==> src/rtl/de_seq_pkg.sv <==
// Shared types and sizes for the truth-table sequencer.
// Imported by the interface, the settle timer and the top.
package de_seq_pkg;

  localparam int VEC_W   = 3;
  localparam int NUM_VEC = 8;
  localparam int CNT_W   = 4;

  typedef enum logic [2:0] {
    S_IDLE,
    S_APPLY,
    S_SETTLE,
    S_SAMPLE,
    S_DONE
  } state_e;

endpackage

==> src/rtl/truth_table_sequencer_if.sv <==
// Control and result bundle of the truth-table sequencer.
// master drives start/abort/responses, slave is the sequencer.
interface truth_table_sequencer_if;
  import de_seq_pkg::*;

  logic               start;
  logic               abort;
  logic               y_nand;
  logic               y_nor;
  logic [VEC_W-1:0]   abc;
  logic               busy;
  logic               done;
  logic               pass;
  logic [CNT_W-1:0]   mismatch_count;
  logic [NUM_VEC-1:0] table_nand;
  logic [NUM_VEC-1:0] table_nor;
  logic [VEC_W-1:0]   first_fail;
  logic               fail_seen;

  modport master (
    output start, abort, y_nand, y_nor,
    input  abc, busy, done, pass, mismatch_count,
    input  table_nand, table_nor, first_fail, fail_seen
  );

  modport slave (
    input  start, abort, y_nand, y_nor,
    output abc, busy, done, pass, mismatch_count,
    output table_nand, table_nor, first_fail, fail_seen
  );

endinterface

==> src/rtl/settle_timer.sv <==
// Settle countdown: loaded on APPLY, decremented in SETTLE.
// expire_o marks the last SETTLE cycle.
module settle_timer
  import de_seq_pkg::*;
#(
  parameter int unsigned SETTLE_CYCLES = 2
) (
  input  logic clk,
  input  logic rst_n,
  input  logic load_i,
  input  logic en_i,
  output logic expire_o
);

  logic [CNT_W-1:0] cnt_q;
  logic [CNT_W-1:0] cnt_d;

  // next count: reload, or step down while settling
  always_comb begin
    cnt_d = cnt_q;
    if (load_i) begin
      cnt_d = CNT_W'(SETTLE_CYCLES);
    end else if (en_i && cnt_q != '0) begin
      cnt_d = cnt_q - 1'b1;
    end
  end

  // count register
  always_ff @(posedge clk) begin
    if (!rst_n) begin
      cnt_q <= '0;
    end else begin
      cnt_q <= cnt_d;
    end
  end

  assign expire_o = en_i && (cnt_q == CNT_W'(1));

endmodule

==> src/rtl/truth_table_sequencer.sv <==
// Walks all 8 {A,B,C} vectors, samples NAND/NOR responses,
// records both truth tables and counts mismatches.
module truth_table_sequencer
  import de_seq_pkg::*;
#(
  parameter int unsigned SETTLE_CYCLES = 2
) (
  input logic                     clk,
  input logic                     rst_n,
  truth_table_sequencer_if.slave  bus
);

  state_e             state_q;
  logic [VEC_W-1:0]   idx_q;
  logic [CNT_W-1:0]   mcnt_q;
  logic [CNT_W-1:0]   mcnt_d;
  logic [NUM_VEC-1:0] tnand_q;
  logic [NUM_VEC-1:0] tnor_q;
  logic [VEC_W-1:0]   ffail_q;
  logic               fseen_q;
  logic               pass_q;
  logic               expire;
  logic               miss;
  logic               active;

  settle_timer #(
    .SETTLE_CYCLES(SETTLE_CYCLES)
  ) u_timer (
    .clk      (clk),
    .rst_n    (rst_n),
    .load_i   (state_q == S_APPLY),
    .en_i     (state_q == S_SETTLE),
    .expire_o (expire)
  );

  assign miss = bus.y_nand != bus.y_nor;

  // saturate at NUM_VEC so the count can never wrap
  assign mcnt_d =
    (miss && mcnt_q != CNT_W'(NUM_VEC)) ?
    mcnt_q + 1'b1 : mcnt_q;

  // sequencer FSM with its result registers
  always_ff @(posedge clk) begin
    if (!rst_n) begin
      state_q <= S_IDLE;
      idx_q   <= '0;
      mcnt_q  <= '0;
      tnand_q <= '0;
      tnor_q  <= '0;
      ffail_q <= '0;
      fseen_q <= 1'b0;
      pass_q  <= 1'b0;
    end else if (bus.abort && state_q != S_IDLE) begin
      state_q <= S_IDLE;
      pass_q  <= 1'b0;
    end else begin
      unique case (state_q)
        S_IDLE: begin
          if (bus.start && !bus.abort) begin
            state_q <= S_APPLY;
            idx_q   <= '0;
            mcnt_q  <= '0;
            tnand_q <= '0;
            tnor_q  <= '0;
            ffail_q <= '0;
            fseen_q <= 1'b0;
            pass_q  <= 1'b0;
          end
        end
        S_APPLY: begin
          state_q <= S_SETTLE;
        end
        S_SETTLE: begin
          if (expire) begin
            state_q <= S_SAMPLE;
          end
        end
        S_SAMPLE: begin
          tnand_q[idx_q] <= bus.y_nand;
          tnor_q[idx_q]  <= bus.y_nor;
          mcnt_q         <= mcnt_d;
          if (miss && !fseen_q) begin
            ffail_q <= idx_q;
            fseen_q <= 1'b1;
          end
          if (idx_q == VEC_W'(NUM_VEC - 1)) begin
            state_q <= S_DONE;
            pass_q  <= (mcnt_d == '0);
          end else begin
            idx_q   <= idx_q + 1'b1;
            state_q <= S_APPLY;
          end
        end
        S_DONE: begin
          state_q <= S_IDLE;
        end
        default: begin
          state_q <= S_IDLE;
        end
      endcase
    end
  end

  assign active =
    (state_q == S_APPLY)  ||
    (state_q == S_SETTLE) ||
    (state_q == S_SAMPLE);

  assign bus.abc            = active ? idx_q : '0;
  assign bus.busy           = state_q != S_IDLE;
  assign bus.done           = state_q == S_DONE;
  assign bus.pass           = pass_q;
  assign bus.mismatch_count = mcnt_q;
  assign bus.table_nand     = tnand_q;
  assign bus.table_nor      = tnor_q;
  assign bus.first_fail     = ffail_q;
  assign bus.fail_seen      = fseen_q;

endmodule

==> src/flat_wrapper.sv <==
// flat-port wrapper written by rule: the top's interface ports become plain ports
module truth_table_sequencer_flat import de_seq_pkg::*;
#(
  parameter int unsigned SETTLE_CYCLES = 2
)
  (clk, rst_n, bus_start, bus_abort, bus_y_nand, bus_y_nor, bus_abc, bus_busy, bus_done, bus_pass, bus_mismatch_count, bus_table_nand, bus_table_nor, bus_first_fail, bus_fail_seen);
  truth_table_sequencer_if bus_i ();
  input logic clk;
  input logic rst_n;
  input wire logic [$bits(bus_i.start)-1:0] bus_start;
  input wire logic [$bits(bus_i.abort)-1:0] bus_abort;
  input wire logic [$bits(bus_i.y_nand)-1:0] bus_y_nand;
  input wire logic [$bits(bus_i.y_nor)-1:0] bus_y_nor;
  output wire logic [$bits(bus_i.abc)-1:0] bus_abc;
  output wire logic [$bits(bus_i.busy)-1:0] bus_busy;
  output wire logic [$bits(bus_i.done)-1:0] bus_done;
  output wire logic [$bits(bus_i.pass)-1:0] bus_pass;
  output wire logic [$bits(bus_i.mismatch_count)-1:0] bus_mismatch_count;
  output wire logic [$bits(bus_i.table_nand)-1:0] bus_table_nand;
  output wire logic [$bits(bus_i.table_nor)-1:0] bus_table_nor;
  output wire logic [$bits(bus_i.first_fail)-1:0] bus_first_fail;
  output wire logic [$bits(bus_i.fail_seen)-1:0] bus_fail_seen;
  assign bus_i.start = bus_start;
  assign bus_i.abort = bus_abort;
  assign bus_i.y_nand = bus_y_nand;
  assign bus_i.y_nor = bus_y_nor;
  assign bus_abc = bus_i.abc;
  assign bus_busy = bus_i.busy;
  assign bus_done = bus_i.done;
  assign bus_pass = bus_i.pass;
  assign bus_mismatch_count = bus_i.mismatch_count;
  assign bus_table_nand = bus_i.table_nand;
  assign bus_table_nor = bus_i.table_nor;
  assign bus_first_fail = bus_i.first_fail;
  assign bus_fail_seen = bus_i.fail_seen;
  truth_table_sequencer #(.SETTLE_CYCLES(SETTLE_CYCLES)) u_core (.clk(clk), .rst_n(rst_n), .bus(bus_i));
endmodule
==> config.mk <==
export PLATFORM = sky130hd
export DESIGN_NAME = truth_table_sequencer_flat
export DESIGN_NICKNAME = d
export VERILOG_FILES = /design/src/rtl/de_seq_pkg.sv /design/src/rtl/truth_table_sequencer_if.sv /design/src/rtl/settle_timer.sv /design/src/rtl/truth_table_sequencer.sv /design/src/flat_wrapper.sv
export SDC_FILE = /design/constraint.sdc
export NUM_CORES = 1
export LEC_CHECK = 0
export ABC_AREA = 1
export CORE_UTILIZATION = 40
export DETAILED_ROUTE_END_ITERATION = 10
export GPL_ROUTABILITY_DRIVEN = 0
export GPL_TIMING_DRIVEN = 0
export HOLD_SLACK_MARGIN = 0.02
export PLACE_DENSITY = 0.73
export SLEW_MARGIN = 20
export SYNTH_ARGS = -nofsm -noshare
export SYNTH_HDL_FRONTEND = slang
export SYNTH_SLANG_ARGS = --single-unit
==> constraint.sdc <==
create_clock -name clk -period 1.6 [get_ports clk]
set_input_delay 0.16 -clock clk [delete_from_list [all_inputs] [get_ports clk]]
set_output_delay 0.16 -clock clk [all_outputs]
set_load 0.01 [all_outputs]
==> results.json <==
{
  "io_pins": 36,
  "cts.sinks": 35,
  "route.vias.total": 1820,
  "cp_num_cells": 5,
  "worstPathMaxFanout": 3,
  "post-route-util_pct": 53.9,
  "ant_nets": 0,
  "row_count": 24,
  "clkPwrFrac_pct": 38.9,
  "p_sw_share_pct": 27.8,
  "finalNonFillerCells": 344,
  "synth_fp_nets": 263,
  "p_per_area_nw_per_um2": 899,
  "synth.avg_cell_area_um2": 7.29,
  "ff2ff_path_depth": 9,
  "drt-total-wl_um": 4230,
  "fin_skew_ps": 7.77,
  "clock_path_buffers": 2,
  "synth.distinct_cells": 28,
  "portBuffers": 33,
  "relSlewSlack_pct": 66.2,
  "ys_seq_area_share_pct": 38.3,
  "crit_required_ps": 1440,
  "run_status": "completed",
  "hold_viol": 0,
  "path_cells": "inv_1, nand2_2, inv_1, nor3_1, dlygate4sd2_1",
  "initial_core_util_pct": 41.7,
  "antenna_found_initial": 0,
  "cts_buffers": 5,
  "die_w_um": 69.6,
  "drc": 0,
  "setup_viol": 0,
  "wl_per_cell_um": 12.3,
  "yosys_warnings": 0,
  "power.total_w": 0.00212,
  "clk_pin_slew_worst_paths_ps": 80,
  "slowest_delay_ps": 360,
  "p_int_w": 0.00153,
  "cts-root-buf": "clkbuf_8",
  "cts.htree.levels": 2,
  "max_freq_mhz": 656,
  "grt_pass1_vias": 1679,
  "critPathCaptureType": "output pin",
  "insertion_delay_ps": 280,
  "final_layout_size_suffix_gt1_share_pct": 12.7,
  "hp-class": "in2reg",
  "rsz0062_at_grt": "false",
  "tritoncts": "built",
  "final_min_period_over_clock_period_pct": 95.2,
  "power_switching_w": 0.000591,
  "grt_start_max_net_pins": 12,
  "pwr-share-comb_pct": 18.1,
  "die_area_um2": 4850,
  "hpwl_um": 3050,
  "period_needed_ps": 1520,
  "drv_cap": 0,
  "nets": 303,
  "firstDrtPassIters": 4,
  "synth_cells": 251,
  "viasPerCell": 5.29,
  "diodes": 0,
  "critical_path_class": "reg2out",
  "crit_top_cell": "inv_1",
  "ys_ff_latch": 35,
  "area_growth_pct": 29.1,
  "crit_slowest_cell": "dfxtp_2",
  "dp.cells": 336,
  "grt_pass1_wl_um": 7330,
  "core_area_um2": 4380,
  "report.final.slew_viol_count": 0,
  "critical_path_buf_inv_count": 3,
  "worst_pin_slew_ps": 501,
  "ir_drop_mv": 0.566,
  "hold_path_depth": 3,
  "grt_overflow_total": 0,
  "drtIter0Drc": 149,
  "grt_usage_pct": 18.4,
  "fp.dieH_um": 69.6,
  "path_delay_family": "buffers and inverters",
  "syn-cell-area_um2": 1830,
  "arrival_ps": 1360,
  "seqPwrFrac_pct": 43.0,
  "start_kind": "register",
  "p_leak_nw": 0.905
}
## cells in the final DEF, fill, tap and decap left out, drive strengths merged
master,Yosys,layout
nand2,55,55
dfxtp,35,35
a21oi,33,33
inv,32,32
clkdlybuf4s50,0,28
nand4,21,21
nand3,18,18
o21ai,13,13
nor2,12,12
nor3,11,11
clkbuf,3,9
buf,7,7
ha,6,6
dlygate4sd2,0,5
clkinv,1,2
a31oi,1,1
nor4,1,1
o21a,1,1
a21o,1,1
bufinv,0,1
## Yosys cell counts
library cell,n,share of area [%]
ha_1,6,4.1
o21ai_1,6,1.6
nor2_1,9,1.8
dfxtp_1,35,38
buf_6,2,1.2
o21ai_0,7,1.9
nor4_1,1,0.34
nand3_4,2,1.9
nand2_1,53,11
nor2_4,1,0.62
clkinv_1,1,0.21
a21o_2,1,0.48
clkbuf_1,3,0.62
nand3_1,16,4.4
nand2_2,1,0.34
nand2_8,1,1.1
a21oi_1,33,9.0
nor2_2,2,0.68
a31oi_1,1,0.34
inv_1,28,5.7
inv_4,1,0.34
buf_4,2,0.82
nor3_1,11,3.0
buf_2,1,0.27
nand4_1,21,7.2
buf_8,2,1.6
inv_2,3,0.62
o21a_1,1,0.41
## metrics by stage
stage               TNS [ps]  setup WS [ps]  hold WS (ps)  instance area (um2)
floorplan                  0            206           285                 1830
global placement       -26.2          -26.2           449                 2220
detailed placement     -31.3          -31.3           452                 2220
CTS                        0           19.0           211                 2350
global route               0           5.18           215                 2360
finish                     0           76.6           211                 2360
## timing repair
| item | 4_1_cts | 5_1_grt |
|---|---|---|
| gates resized for setup | 13 | 4 |
| pin swaps | 0 | 0 |
| hold buffers | 0 | 0 |
| setup endpoints to repair | 5 | 2 |
| setup buffers | 0 | 0 |
## power groups by stage
stage	Sequential (W)	Clock (W)	Combinational [W]
after floorplan	0.000930	0	0.000283
after global placement	0.000931	0	0.000374
after detailed placement	0.000932	0	0.000378
after CTS	0.000913	0.000829	0.000379
after global routing	0.000915	0.000873	0.000426
final	0.000913	0.000825	0.000384
## worst reg2reg max path, delay by kind of cell, from the launching register on
family          cells  cell delay (ps)
fa+ha+maj           1              200
buf+inv             1               70
simple gates        5              480
flops               1              390
compound gates      2              250
## layer usage
layer	up-vias	global-route usage, %	share of wire, %
met3	6	3.63	4.5
met1	837	22.8	48
met4	0	7.56	1.3
li1	929	-	-
met2	48	31.3	46
met5	-	0	0
## kinds of logic (layout without fill, tap and decap cells)
logic type,Yosys count,in the layout,synth area share [%]
simple gates,118,118,32.3
compound gates,49,49,13.8
buf+inv,43,84,11.5
flops,35,35,38.3
fa+ha+maj,6,6,4.10
## flip-flops by register name, summed over array words and instances, names as in the netlist
signal,count
u_core.bus.table_nand,8
u_core.bus.table_nor,8
u_core.bus.mismatch_count,4
u_core.u_timer.cnt_q,4
u_core.bus.first_fail,3
u_core.idx_q,3
u_core.state_q,3
u_core.bus.fail_seen,1
u_core.bus.pass,1
## final timing paths
path / start / endpoint / slack (ps)
max reg2reg: u_core.bus.mismatch_count[0] / u_core.bus.pass / 140
max: u_core.state_q[1] / bus_abc[0] / 80
min reg2reg: u_core.bus.table_nor[1] / u_core.bus.table_nor[1] / 460
min: bus_y_nand / u_core.bus.table_nand[0] / 210
## cell type report
cell class / count / area (um2)
Buffer: 10 / 83.8
Tap cell: 52 / 65.1
Clock buffer: 6 / 82.6
Clock inverter: 2 / 35.0
Inverter: 33 / 126
Fill cell: 438 / 2020
Timing Repair Buffer: 33 / 324
Sequential cell: 35 / 713
Multi-Input combinational cell: 173 / 931
(Power assumes the default switching activity.)
